===== config.mk =====
export PLATFORM = sky130hd
export DESIGN_NAME = sevseg_scan_ctrl
export DESIGN_NICKNAME = d
export VERILOG_FILES = /design/src/rtl/sevseg_pkg.sv /design/src/rtl/sevseg_slot_timer.sv /design/src/rtl/sevseg_scan_ctrl.sv
export SDC_FILE = /design/constraint.sdc
export NUM_CORES = 1
export LEC_CHECK = 0
export ABC_AREA = 0
export BUFFER_PORTS_ARGS = -buffer_cell sky130_fd_sc_hd__buf_2
export CAP_MARGIN = 20
export CORE_ASPECT_RATIO = 0.8
export CORE_MARGIN = 2
export CORE_UTILIZATION = 51
export CTS_CLUSTER_SIZE = 16
export DETAILED_ROUTE_END_ITERATION = 7
export GPL_TIMING_DRIVEN = 0
export PLACE_DENSITY = 0.84
export SYNTH_ARGS = -nofsm -noshare
export SYNTH_HDL_FRONTEND = slang
export SYNTH_HIERARCHICAL = 1
export SYNTH_SLANG_ARGS = --single-unit

===== constraint.sdc =====
create_clock -name clk -period 3.9 [get_ports clk]
set_input_delay 0.78 -clock clk [delete_from_list [all_inputs] [get_ports clk]]
set_output_delay 0.78 -clock clk [all_outputs]
set_load 0.05 [all_outputs]

===== src/rtl/sevseg_pkg.sv =====
// Shared types and the seven-segment font for the multiplexed display scanner.
package sevseg_pkg;

    typedef logic [7:0] seg_t;

    localparam seg_t SEG_OFF = 8'hFF;

    // Active-low {g,f,e,d,c,b,a} glyph for one hex nibble
    function automatic logic [6:0] hex_to_seg(input logic [3:0] nibble);
        logic [6:0] seg;
        case (nibble)
            4'h0:    seg = 7'h40;
            4'h1:    seg = 7'h79;
            4'h2:    seg = 7'h24;
            4'h3:    seg = 7'h30;
            4'h4:    seg = 7'h19;
            4'h5:    seg = 7'h12;
            4'h6:    seg = 7'h02;
            4'h7:    seg = 7'h78;
            4'h8:    seg = 7'h00;
            4'h9:    seg = 7'h10;
            4'hA:    seg = 7'h08;
            4'hB:    seg = 7'h03;
            4'hC:    seg = 7'h46;
            4'hD:    seg = 7'h21;
            4'hE:    seg = 7'h06;
            default: seg = 7'h0E;
        endcase
        return seg;
    endfunction

endpackage


===== src/rtl/sevseg_slot_timer.sv =====
// Slot/digit timing for the scanner: per-slot cycle counter, digit index,
// anti-ghosting blank window and frame-start strobe.
module sevseg_slot_timer #(
    parameter int unsigned NUM_DIGITS   = 4,
    parameter int unsigned SLOT_CYCLES  = 50000,
    parameter int unsigned BLANK_CYCLES = 500,
    localparam int unsigned CNT_W = (SLOT_CYCLES > 1) ? $clog2(SLOT_CYCLES) : 1,
    localparam int unsigned IDX_W = (NUM_DIGITS > 1) ? $clog2(NUM_DIGITS) : 1
) (
    input  logic             clk,
    input  logic             rst,
    input  logic             i_en,
    output logic [IDX_W-1:0] o_idx,
    output logic             o_blank_win_c,
    output logic             o_frame_start_c
);

    logic [CNT_W-1:0] r_cnt;
    logic [IDX_W-1:0] r_idx;

    // Counters park at zero while disabled so scanning restarts at digit 0
    always_ff @(posedge clk) begin
        if (rst || !i_en) begin
            r_cnt <= '0;
            r_idx <= '0;
        end else if (r_cnt == CNT_W'(SLOT_CYCLES - 1)) begin
            r_cnt <= '0;
            r_idx <= (r_idx == IDX_W'(NUM_DIGITS - 1)) ? '0 : r_idx + IDX_W'(1);
        end else begin
            r_cnt <= r_cnt + CNT_W'(1);
        end
    end

    generate
        if (BLANK_CYCLES == 0) begin : g_no_blank
            assign o_blank_win_c = 1'b0;
        end else begin : g_blank
            assign o_blank_win_c = (32'(r_cnt) < BLANK_CYCLES);
        end
    endgenerate

    assign o_idx           = r_idx;
    assign o_frame_start_c = i_en && (r_cnt == '0) && (r_idx == '0);

endmodule


===== src/rtl/sevseg_scan_ctrl.sv =====
// Multiplexed N-digit seven-segment scanner with frame-coherent snapshot.
// Optional leading-zero blanking when SEVSEG_LZ_SUPPRESS_EN is defined.
module sevseg_scan_ctrl
    import sevseg_pkg::*;
#(
    parameter int unsigned NUM_DIGITS   = 4,
    parameter int unsigned SLOT_CYCLES  = 50000,
    parameter int unsigned BLANK_CYCLES = 500
) (
    input  logic                    clk,
    input  logic                    rst,
    input  logic                    en,
    input  logic [4*NUM_DIGITS-1:0] data,
    input  logic [NUM_DIGITS-1:0]   dp_in,
    input  logic [NUM_DIGITS-1:0]   blank_in,
    output logic [7:0]              segments,
    output logic [NUM_DIGITS-1:0]   digit_n,
    output logic                    frame_tick
);

    localparam int unsigned IDX_W = (NUM_DIGITS > 1) ? $clog2(NUM_DIGITS) : 1;

    logic [IDX_W-1:0]        w_idx;
    logic                    w_blank_win;
    logic                    w_frame_start;

    logic [4*NUM_DIGITS-1:0] r_data;
    logic [NUM_DIGITS-1:0]   r_dp;
    logic [NUM_DIGITS-1:0]   r_blank;

    logic [4*NUM_DIGITS-1:0] w_snap_data;
    logic [NUM_DIGITS-1:0]   w_snap_dp;
    logic [NUM_DIGITS-1:0]   w_snap_blank;
    logic [NUM_DIGITS-1:0]   w_sup;

    logic [3:0]              w_nib;
    logic                    w_dp;
    logic                    w_blk;
    logic [NUM_DIGITS-1:0]   w_sel_n;

    sevseg_slot_timer #(
        .NUM_DIGITS   (NUM_DIGITS),
        .SLOT_CYCLES  (SLOT_CYCLES),
        .BLANK_CYCLES (BLANK_CYCLES)
    ) u_timer (
        .clk             (clk),
        .rst             (rst),
        .i_en            (en),
        .o_idx           (w_idx),
        .o_blank_win_c   (w_blank_win),
        .o_frame_start_c (w_frame_start)
    );

    // In the capture cycle the live inputs are the snapshot, so digit 0 of a
    // frame is coherent even when there is no blank window.
    assign w_snap_data  = w_frame_start ? data     : r_data;
    assign w_snap_dp    = w_frame_start ? dp_in    : r_dp;
    assign w_snap_blank = w_frame_start ? blank_in : r_blank;

    always_ff @(posedge clk) begin
        if (rst) begin
            r_data  <= '0;
            r_dp    <= '0;
            r_blank <= '0;
        end else if (w_frame_start) begin
            r_data  <= data;
            r_dp    <= dp_in;
            r_blank <= blank_in;
        end
    end

`ifdef SEVSEG_LZ_SUPPRESS_EN
    logic [NUM_DIGITS-1:0] r_lz;
    logic [NUM_DIGITS-1:0] w_lz_next;
    logic                  w_lead;

    // Walk down from the MSD; the leading run ends at the first shown digit
    always_comb begin
        w_lz_next = '0;
        w_lead    = 1'b1;
        for (int i = NUM_DIGITS - 1; i > 0; i--) begin
            w_lz_next[i] = w_lead && (w_snap_data[4*i +: 4] == 4'h0) && !w_snap_dp[i];
            w_lead       = w_lead && (w_lz_next[i] || w_snap_blank[i]);
        end
    end

    // Digit 0 is never suppressed, so the mask can lag the capture by a cycle
    always_ff @(posedge clk) begin
        if (rst) begin
            r_lz <= '0;
        end else if (w_frame_start) begin
            r_lz <= w_lz_next;
        end
    end

    assign w_sup = r_lz;
`else
    assign w_sup = '0;
`endif

    always_comb begin
        w_nib   = 4'h0;
        w_dp    = 1'b0;
        w_blk   = 1'b0;
        w_sel_n = '1;
        for (int i = 0; i < NUM_DIGITS; i++) begin
            if (w_idx == IDX_W'(i)) begin
                w_nib      = w_snap_data[4*i +: 4];
                w_dp       = w_snap_dp[i];
                w_blk      = w_snap_blank[i] || w_sup[i];
                w_sel_n[i] = 1'b0;
            end
        end
    end

    // Blanked digits keep their anode driven so every slot has equal duty
    always_ff @(posedge clk) begin
        if (rst) begin
            segments   <= SEG_OFF;
            digit_n    <= '1;
            frame_tick <= 1'b0;
        end else if (!en) begin
            segments   <= SEG_OFF;
            digit_n    <= '1;
            frame_tick <= 1'b0;
        end else begin
            frame_tick <= w_frame_start;
            if (w_blank_win) begin
                segments <= SEG_OFF;
                digit_n  <= '1;
            end else begin
                segments <= w_blk ? SEG_OFF : {~w_dp, hex_to_seg(w_nib)};
                digit_n  <= w_sel_n;
            end
        end
    end

endmodule


==> impl_metrics.tcl, run 1 <==
set metrics [dict create \
    status "finished clean" \
    finalMaxSlewViolations 0 \
    final_common_cell "dfxtp_1" \
    ys.warnings.count 13 \
    clkLatencyLatePin_ns 0.31 \
    crit_fanout 10 \
    drive_gt1_share_pct 24.4 \
    num_rows 23 \
    grt_pass1_wl_um 8450 \
    final_cells 369 \
    dr.pass1.iters 4 \
    cts_max_path_buffers 2 \
    tightest_slew_ns 0.718 \
    worst_setup_path_start_kind "flip-flop" \
    syn-instance-count 258 \
    antenna_found_initial 0 \
    antenna_left 0 \
    placedCellCount 359 \
    skew_ns 0.00648 \
    max-cap-violations 0 \
    worstPathRequired_ns 4.10 \
    timing.fmax_ghz 0.265 \
    io_pins 40 \
    ys_seq_area_share_pct 41.4 \
    synth_area_leader_cell "dfxtp_1" \
    min_period_over_period_pct 96.7 \
    dieArea_sq_um 5810 \
    cts.clk_slew.worst_paths_ns 0.10 \
    ctsHoldBuffers 0 \
    relSlewSlack_pct 52.0 \
    cpPeakStageDelay_ns 0.61 \
    hold_violations 0 \
    grtUsageTotal_pct 18.5 \
    async_reset_ff_share_pct 0 \
    cts.sinks 55 \
    cpMostUsedCell "or4_4" \
    cts_tree "done" \
    arrival_ns 3.97 \
    nets 343 \
    antenna_cells 0 \
    cts_made_buffers 5 \
    synthFlopType "dfxtp_1" \
    drcViolationCount 0 \
    critPathCaptureType "flip-flop" \
    routed_wl_um 5330 \
    vdd_ir_drop_max_v 0.000283 \
    yosysTopAreaCellShare_pct 41.4 \
    synth.ff_latch_count 55 \
    p_leak_nw 1.27 \
    final.min_clock_period_ns 3.77 \
    cts.htree.levels 2 \
    path_cells "or4_4 -> or4_4 -> nor4_4 -> buf_6 -> buf_12 -> mux4_1 -> mux2i_4 -> inv_1 -> ha_1 -> mux2_4 -> mux2i_1 -> nand2_1" \
    port_buffers 39 \
    area_growth_pct 16.4 \
    core-area_sq_um 5010 \
    crit_type "reg -> reg" \
    p_per_area_nw_per_um2 369 \
    min_delay_path_depth 2 \
    setup_violations 0 \
    viasPerCell 5.40 \
    wl_per_cell_um 14.4 \
    critical-path-top-delay-family "simple AND/OR/NAND/NOR gates" \
    syn_avg_cell_area_sq_um 10.3 \
    cp_num_cells 12 \
    root_buffer "clkbuf_8" \
    holdWs_ns 0.500 \
    num_vias 1993 \
    worst_path_max_delay_cell "mux4_1" \
    grt_pass1_vias 1793 \
    drtIter0Drc 62 \
    hpwl_um 3850 \
    synth_area_leaders "dfxtp_1 (41%), mux2i_1 (11%), nor2_1 (6.5%), mux4_2 (5.9%), ha_1 (4.7%)" \
    yosysUniqueCellTypes 43 \
    synth_edf_count 0 \
    mappedNetlistArea_sq_um 2660 \
    worst-r2r-cell-count 12 \
    grt_max_degree 17 \
    synthesis.nets 295 \
    layout_common_cells "dfxtp_1 (55), nor2_1 (46), buf_2 (40), mux2i_1 (29), xor2_1 (11)" \
    die_h_um 68.6 \
    gp_congestion 0.895 \
    overflow 0 \
    min_path_type "reg -> reg" \
    initial_utilization_pct 53.1 \
    crit_buf_inv 3 \
    die-width_um 84.7 \
]
## power by group
part | switching, mW | leakage, nW | internal, mW
clock network | 0.186 | 0.0612 | 0.208
logic | 0.0782 | 0.764 | 0.0828
registers | 0.00687 | 0.448 | 0.579
total | 0.271 | 1.27 | 0.870
## tightest hold or removal path, delay by kind of cell (launching register included)
family / cells / cell delay [ns]
flops: 1 / 0.33
mux: 1 / 0.06
simple gates: 1 / 0.07
## through the flow
| stage | setup TNS [ns] | setup WS [ns] | utilization (%) | power, mW | area [sq um] |
|---|---|---|---|---|---|
| finish | 0 | 0.130 | 61.8 | 1.14 | 3090 |
| global route | -0.0195 | -0.0195 | 61.8 | 1.18 | 3090 |
| floorplan | 0 | 0.206 | - | 0.714 | 2660 |
| detailed placement | -0.271 | -0.184 | 58.5 | 0.753 | 2930 |
| global placement | -0.0841 | -0.0841 | 58.5 | 0.747 | 2930 |
| CTS | 0 | 0.00205 | 61.1 | 1.15 | 3060 |
## path summary, 6_finish.rpt
check                    start     endpoint  slack [ns]
max          u_timer/r_cnt[13]  segments[3]        0.13
min                  r_data[9]    r_data[9]        0.50
max reg2reg  u_timer/r_cnt[13]  segments[3]        0.13
min reg2reg          r_data[9]    r_data[9]        0.50
## layout make-up
| cell class | instances | area (sq um) |
|---|---|---|
| clock buffers | 6 | 82.6 |
| well taps | 62 | 77.6 |
| repair buffers | 41 | 210 |
| clock inverters | 2 | 35.0 |
| fillers | 413 | 1910 |
| multi-input cells | 177 | 1430 |
| flip-flops and latches | 55 | 1100 |
| inverters | 8 | 30.0 |
| plain buffers | 18 | 131 |
## synthesized netlist by cell type (all sizes together), types with 3 or more instances
master / number
nand2: 10
o221ai: 3
mux4: 8
nor3b: 3
clkbuf: 10
inv: 8
and4: 4
ha: 10
buf: 8
nand4: 7
nand3: 7
xor2: 11
dfxtp: 55
or2: 3
nor2: 46
and3: 4
mux2i: 30
mux2: 6
## state kept, by name, indices dropped and copies added, names as in the netlist
register       count
u_timer/r_cnt     16
digit_n            4
u_timer/o_idx      2
r_blank            4
segments           8
frame_tick         1
r_data            16
r_dp               4
## kinds of logic after synthesis
| logic type | share of synthesized area (%) |
|---|---|
| compound gates | 3.48 |
| fa+ha+maj | 4.71 |
| mux | 21.3 |
| buf+inv | 6.07 |
| flops | 41.4 |
| simple gates | 18.7 |
| xor+xnor | 4.28 |
## timing repair
| item | 4_1_cts | 5_1_grt |
|---|---|---|
| gates resized for setup | 2 | 3 |
| endpoints found under the hold margin | 0 | 0 |
| endpoints found under the setup margin | 4 | 5 |
| setup buffers | 0 | 2 |
| cloned | 0 | 0 |
## per-layer routing
layer  vias to the layer above  share of wire [%]  track usage, %  wire length [um]
li1                        996                  -               -                 -
met1                       940                 47            25.5              2490
met2                        50                 47            29.7              2500
met3                         7                5.4            4.52               287
met4                         0               0.96            4.76                51
met5                         -                  0               0                 0
(Power assumes the default switching activity.)
==> inputs of run 2 (changes only) <==
--- a/config.mk
+++ b/config.mk
@@ -14,7 +14,8 @@
 export CTS_CLUSTER_SIZE = 16
 export DETAILED_ROUTE_END_ITERATION = 7
 export GPL_TIMING_DRIVEN = 0
-export PLACE_DENSITY = 0.84
+export PLACE_DENSITY = 0.77
+export SETUP_SLACK_MARGIN = 0.5
 export SYNTH_ARGS = -nofsm -noshare
 export SYNTH_HDL_FRONTEND = slang
 export SYNTH_HIERARCHICAL = 1
==> impl_metrics.tcl, run 2 (synthesis gave the netlist of run 1 again) <==
set metrics [dict create \
    detailedPlace.worstSlack_ns 0.285 \
    cts.htree.levels 2 \
    num_rows 23 \
    wl_per_cell_um 14.4 \
    multi_input_area_sq_um 1470 \
    cts.clk_slew.worst_paths_ns 0.10 \
    antenna_left 0 \
    worst_path_max_delay_cell "or4_4" \
    worst_setup_path_start_kind "flip-flop" \
    timing.fmax_ghz 0.300 \
    cp_num_cells 13 \
    placedCellCount 359 \
    busiest_layer "met2" \
    seqCellArea_sq_um 1100 \
    use_met3_pct 5.00 \
    p_per_area_nw_per_um2 374 \
    worst-r2r-cell-count 13 \
    cts_max_path_buffers 2 \
    port_buffers 39 \
    setup_violations 0 \
    p_sw_share_pct 23.5 \
    n_fill_cell 391 \
    hpwl_um 3690 \
    p_comb_share_pct 15.9 \
    max-cap-violations 0 \
    status "finished clean" \
    arrival_ns 3.55 \
    skew_ns 0.0102 \
    vdd_ir_drop_max_v 0.000256 \
    initial_utilization_pct 53.1 \
    grt_pass1_wl_um 8880 \
    grt_max_degree 18 \
    p_int_uw 941 \
    drtIter0Drc 78 \
    relSlewSlack_pct 52.2 \
    min_delay_path_depth 1 \
    antenna_cells 0 \
    critical-path-top-delay-family "simple AND/OR/NAND/NOR gates" \
    dr.pass1.iters 4 \
    dieArea_sq_um 5810 \
    root_buffer "clkbuf_8" \
    path_cells "or4_4 -> or4_4 -> nor4_4 -> buf_6 -> buf_12 -> mux4_2 -> mux2_4 -> inv_4 -> ha_4 -> inv_4 -> mux2_4 -> mux2i_1 -> nand2_1" \
    final_cells 384 \
    core-area_sq_um 5010 \
    min_path_type "reg -> reg" \
    cpPeakStageDelay_ns 0.53 \
    area_growth_pct 23.8 \
    hold_violations 0 \
    grt_util_met2_pct 29.7 \
    die-width_um 84.7 \
    crit_buf_inv 4 \
    power.net_switching_uw 290 \
    setup_slack_ns 0.564 \
    drive_gt1_share_pct 32.6 \
    routed_wl_um 5540 \
    nets 358 \
    gp_congestion 0.843 \
    layout_common_cells "dfxtp_1 (53), nor2_1 (46), buf_2 (40), mux2i_1 (27), buf_4 (17)" \
    grt_pass1_vias 1859 \
    tns_ns 0 \
    num_vias 2040 \
    critPathCaptureType "flip-flop" \
    overflow 0 \
    tightest_slew_ns 0.716 \
    clkLatencyLatePin_ns 0.32 \
    drcViolationCount 0 \
    viasPerCell 5.31 \
    cts_made_buffers 5 \
    finalMaxSlewViolations 0 \
    ctsHoldBuffers 0 \
    reg_top3 "r_data x16, u_timer/r_cnt x16, segments x8" \
    seqPwrFrac_pct 47.7 \
    use_met1_pct 27.5 \
    cts.sinks 55 \
    rsz0062_at_grt "true" \
    io_pins 40 \
    min_period_over_period_pct 85.5 \
    worstPathRequired_ns 4.11 \
    p_leak_nw 1.35 \
    crit_type "reg -> reg" \
    final.min_clock_period_ns 3.34 \
    die_h_um 68.6 \
    final_common_cell "dfxtp_1" \
    antenna_found_initial 0 \
    cts_tree "done" \
    crit_fanout 6 \
    grtUsageTotal_pct 20.0 \
    clkPwrFrac_pct 36.4 \
]
[run 2: changes by cell type in the layout (fill, tap and decap cells not counted), moves of 2 or more]
| cell | change |
|---|---|
| buf_4 | +15 |
| dfxtp_1 | -2 |
| dfxtp_2 | +2 |
| ha_1 | -4 |
| ha_2 | +2 |
| ha_4 | +2 |
| inv_1 | -3 |
| inv_4 | +2 |
| mux2i_1 | -2 |
| mux2i_2 | +2 |
[run 2: routing by layer]
metal	part of all wire [%]	vias up
li1	-	1029
met1	49	949
met2	43	54
met3	5.2	8
met4	1.9	0
met5	0	-
[run 2: final timing paths]
kind                     start               end  slack (ns)
max          u_timer/r_cnt[13]       segments[3]        0.56
min           u_timer/r_cnt[0]  u_timer/r_cnt[0]        0.49
max reg2reg  u_timer/r_cnt[13]       segments[3]        0.56
min reg2reg   u_timer/r_cnt[0]  u_timer/r_cnt[0]        0.49
[run 2: stage by stage]
| step | hold WS [ns] | utilization, % | instance area, sq um | power [mW] |
|---|---|---|---|---|
| floorplan | 0.438 | - | 2670 | 0.717 |
| global placement | 0.455 | 58.8 | 2950 | 0.751 |
| detailed placement | 0.466 | 58.8 | 2950 | 0.755 |
| CTS | 0.489 | 64.9 | 3250 | 1.22 |
| global route | 0.510 | 65.7 | 3290 | 1.27 |
| finish | 0.490 | 65.7 | 3290 | 1.23 |
[run 2: timing repair]
item / CTS / global route
pin swaps: 9 / 4
gates resized for setup: 17 / 4
buffers inserted: 13 / 4
hold endpoints to repair: 0 / 0
setup endpoints to repair: 7 / 8
[run 2: power groups by stage]
stage               logic, mW  clock network [mW]  registers [mW]
finish                  0.196               0.448           0.587
global route            0.212               0.473           0.588
CTS                     0.184               0.454           0.586
detailed placement      0.156                   0           0.599
global placement        0.153                   0           0.598
floorplan               0.119                   0           0.598
[run 2: final cells by class]
| cell class | count | area share, % |
|---|---|---|
| Multi-Input combinational cell | 177 | 44.8 |
| Sequential cell | 55 | 33.5 |
| Timing Repair Buffer | 56 | 9.81 |
| Buffer | 18 | 4.26 |
| Tap cell | 62 | 2.36 |
| Clock buffer | 5 | 2.09 |
| Clock inverter | 3 | 2.05 |
| Inverter | 8 | 1.07 |
[run 2: worst register-to-register path: cells and delay by family, from the launching register on]
| family | cells | cell delay, ns |
|---|---|---|
| and+or+nand+nor | 4 | 1.21 |
| muxes | 4 | 1.19 |
| buffers and inverters | 4 | 0.37 |
| DFF | 1 | 0.34 |
| adders and majority gates | 1 | 0.13 |
==> inputs of run 3 (changes only) <==
--- a/config.mk
+++ b/config.mk
@@ -15,6 +15,7 @@
 export DETAILED_ROUTE_END_ITERATION = 7
 export GPL_TIMING_DRIVEN = 0
 export PLACE_DENSITY = 0.77
+export RECOVER_POWER = 25
 export SETUP_SLACK_MARGIN = 0.5
 export SYNTH_ARGS = -nofsm -noshare
 export SYNTH_HDL_FRONTEND = slang
==> impl_metrics.tcl, run 3 (synthesis gave the netlist of run 1 again) <==
set metrics [dict create \
    n_fill_cell 398 \
    r2r_slack_ns 0.54 \
    seqCellArea_sq_um 1100 \
    io_pins 40 \
    viasPerCell 5.30 \
    critPathCaptureType "flip-flop" \
    hold_violations 0 \
    timing.fmax_ghz 0.298 \
    worst_path_max_delay_cell "or4_1" \
    overflow 0 \
    tns_ns 0 \
    seqPwrFrac_pct 47.7 \
    antenna_left 0 \
    grt_pass1_wl_um 8880 \
    wl_per_cell_um 14.5 \
    p_sw_share_pct 23.6 \
    p_int_uw 940 \
    drive_gt1_share_pct 27.3 \
    num_vias 2037 \
    clkPwrFrac_pct 36.4 \
    relSlewSlack_pct 52.0 \
    cts.clk_slew.worst_paths_ns 0.10 \
    dr.pass1.iters 4 \
    max-cap-violations 0 \
    num_rows 23 \
    path_cells "or4_1 -> or4_4 -> nor4_4 -> buf_6 -> buf_12 -> mux4_2 -> mux2_4 -> inv_4 -> ha_4 -> inv_4 -> mux2_4 -> mux2i_1 -> nand2_1" \
    cts_tree "done" \
    cts_made_buffers 5 \
    cts.sinks 55 \
    p_leak_nw 1.32 \
    final_common_cell "dfxtp_1" \
    fin_total_pwr_mw 1.23 \
    finalMaxSlewViolations 0 \
    root_buffer "clkbuf_8" \
    cts.htree.levels 2 \
    crit_fanout 6 \
    crit_type "reg -> reg" \
    dieArea_sq_um 5810 \
    critical-path-top-delay-family "simple AND/OR/NAND/NOR gates" \
    nets 358 \
    setup_violations 0 \
    die_h_um 68.6 \
    final.min_clock_period_ns 3.36 \
    ctsHoldBuffers 0 \
    area_growth_pct 22.1 \
    grtUsageTotal_pct 20.0 \
    min_period_over_period_pct 86.1 \
    die-width_um 84.7 \
    p_comb_share_pct 15.9 \
    power.net_switching_uw 290 \
    antenna_cells 0 \
    grt_max_degree 18 \
    grt_pass1_vias 1859 \
    drcViolationCount 0 \
    hpwl_um 3690 \
    crit_buf_inv 4 \
    drtIter0Drc 58 \
    initial_utilization_pct 53.1 \
    worstPathRequired_ns 4.11 \
    gp_congestion 0.843 \
    clkLatencyLatePin_ns 0.32 \
    multi_input_area_sq_um 1460 \
    cpPeakStageDelay_ns 0.55 \
    cp_num_cells 13 \
    reg_top3 "r_data x16, u_timer/r_cnt x16, segments x8" \
    rsz0062_at_grt "true" \
    arrival_ns 3.57 \
    holdWs_ns 0.490 \
    cts_max_path_buffers 2 \
    core-area_sq_um 5010 \
    tightest_slew_ns 0.720 \
    worst-r2r-cell-count 13 \
    layout_common_cells "dfxtp_1 (54), nor2_1 (46), mux2i_1 (27), buf_2 (27), clkbuf_1 (24)" \
    min_delay_path_depth 1 \
    skew_ns 0.0104 \
    antenna_found_initial 0 \
    vdd_ir_drop_max_v 0.000256 \
    port_buffers 39 \
    routed_wl_um 5580 \
    p_per_area_nw_per_um2 379 \
    status "finished clean" \
    min_path_type "reg -> reg" \
    worst_setup_path_start_kind "flip-flop" \
]
==> run 3: cell types whose count changed in the layout (fill, tap and decap cells not counted), sizes merged <==
cell    change
buf        -14
clkbuf     +14
==> run 3: metal layers <==
layer / global-route usage, % / share of wire, % / vias up
met3: 5.00 / 5.8 / 8
met4: 9.52 / 1.9 / 0
met1: 27.5 / 49 / 945
met2: 29.7 / 43 / 55
li1: - / - / 1029
met5: 0 / 0 / -
==> run 3: power groups by stage <==
stage	clock network [mW]	registers, mW	logic [mW]
final	0.448	0.587	0.195
after global routing	0.473	0.588	0.211
after CTS	0.454	0.586	0.184
after detailed placement	0	0.599	0.156
after global placement	0	0.598	0.153
after floorplan	0	0.598	0.119
==> run 3: what timing repair did <==
action,in CTS,in global routing
setup endpoints to repair,7,8
buffers inserted,13,4
resized for setup,17,4
cloned,0,0
pin swaps,9,4
==> run 3: worst paths after layout <==
path	start	endpoint
hold reg to reg	u_timer/r_cnt[0]	u_timer/r_cnt[0]
setup / recovery	u_timer/r_cnt[13]	segments[3]
setup reg to reg	u_timer/r_cnt[13]	segments[3]
hold / removal	u_timer/r_cnt[0]	u_timer/r_cnt[0]
==> run 3: through the flow <==
| step | utilization, % | std cells | worst slack, ns | instance area [sq um] |
|---|---|---|---|---|
| after floorplan | - | 258 | 0.550 | 2670 |
| after global placement | 58.8 | 359 | 0.319 | 2950 |
| after detailed placement | 58.8 | 359 | 0.285 | 2950 |
| after CTS | 64.9 | 380 | 0.413 | 3250 |
| after global routing | 64.8 | 384 | 0.416 | 3250 |
| final | 64.8 | 384 | 0.541 | 3250 |
==> run 3: final cells by class <==
class	instances	area share (%)
plain buffers	18	4.09
clock buffers	5	2.12
clock inverters	3	2.08
inverters	8	1.08
multi-input cells	177	44.8
flip-flops and latches	55	34.0
well taps	62	2.39
repair buffers	56	9.44
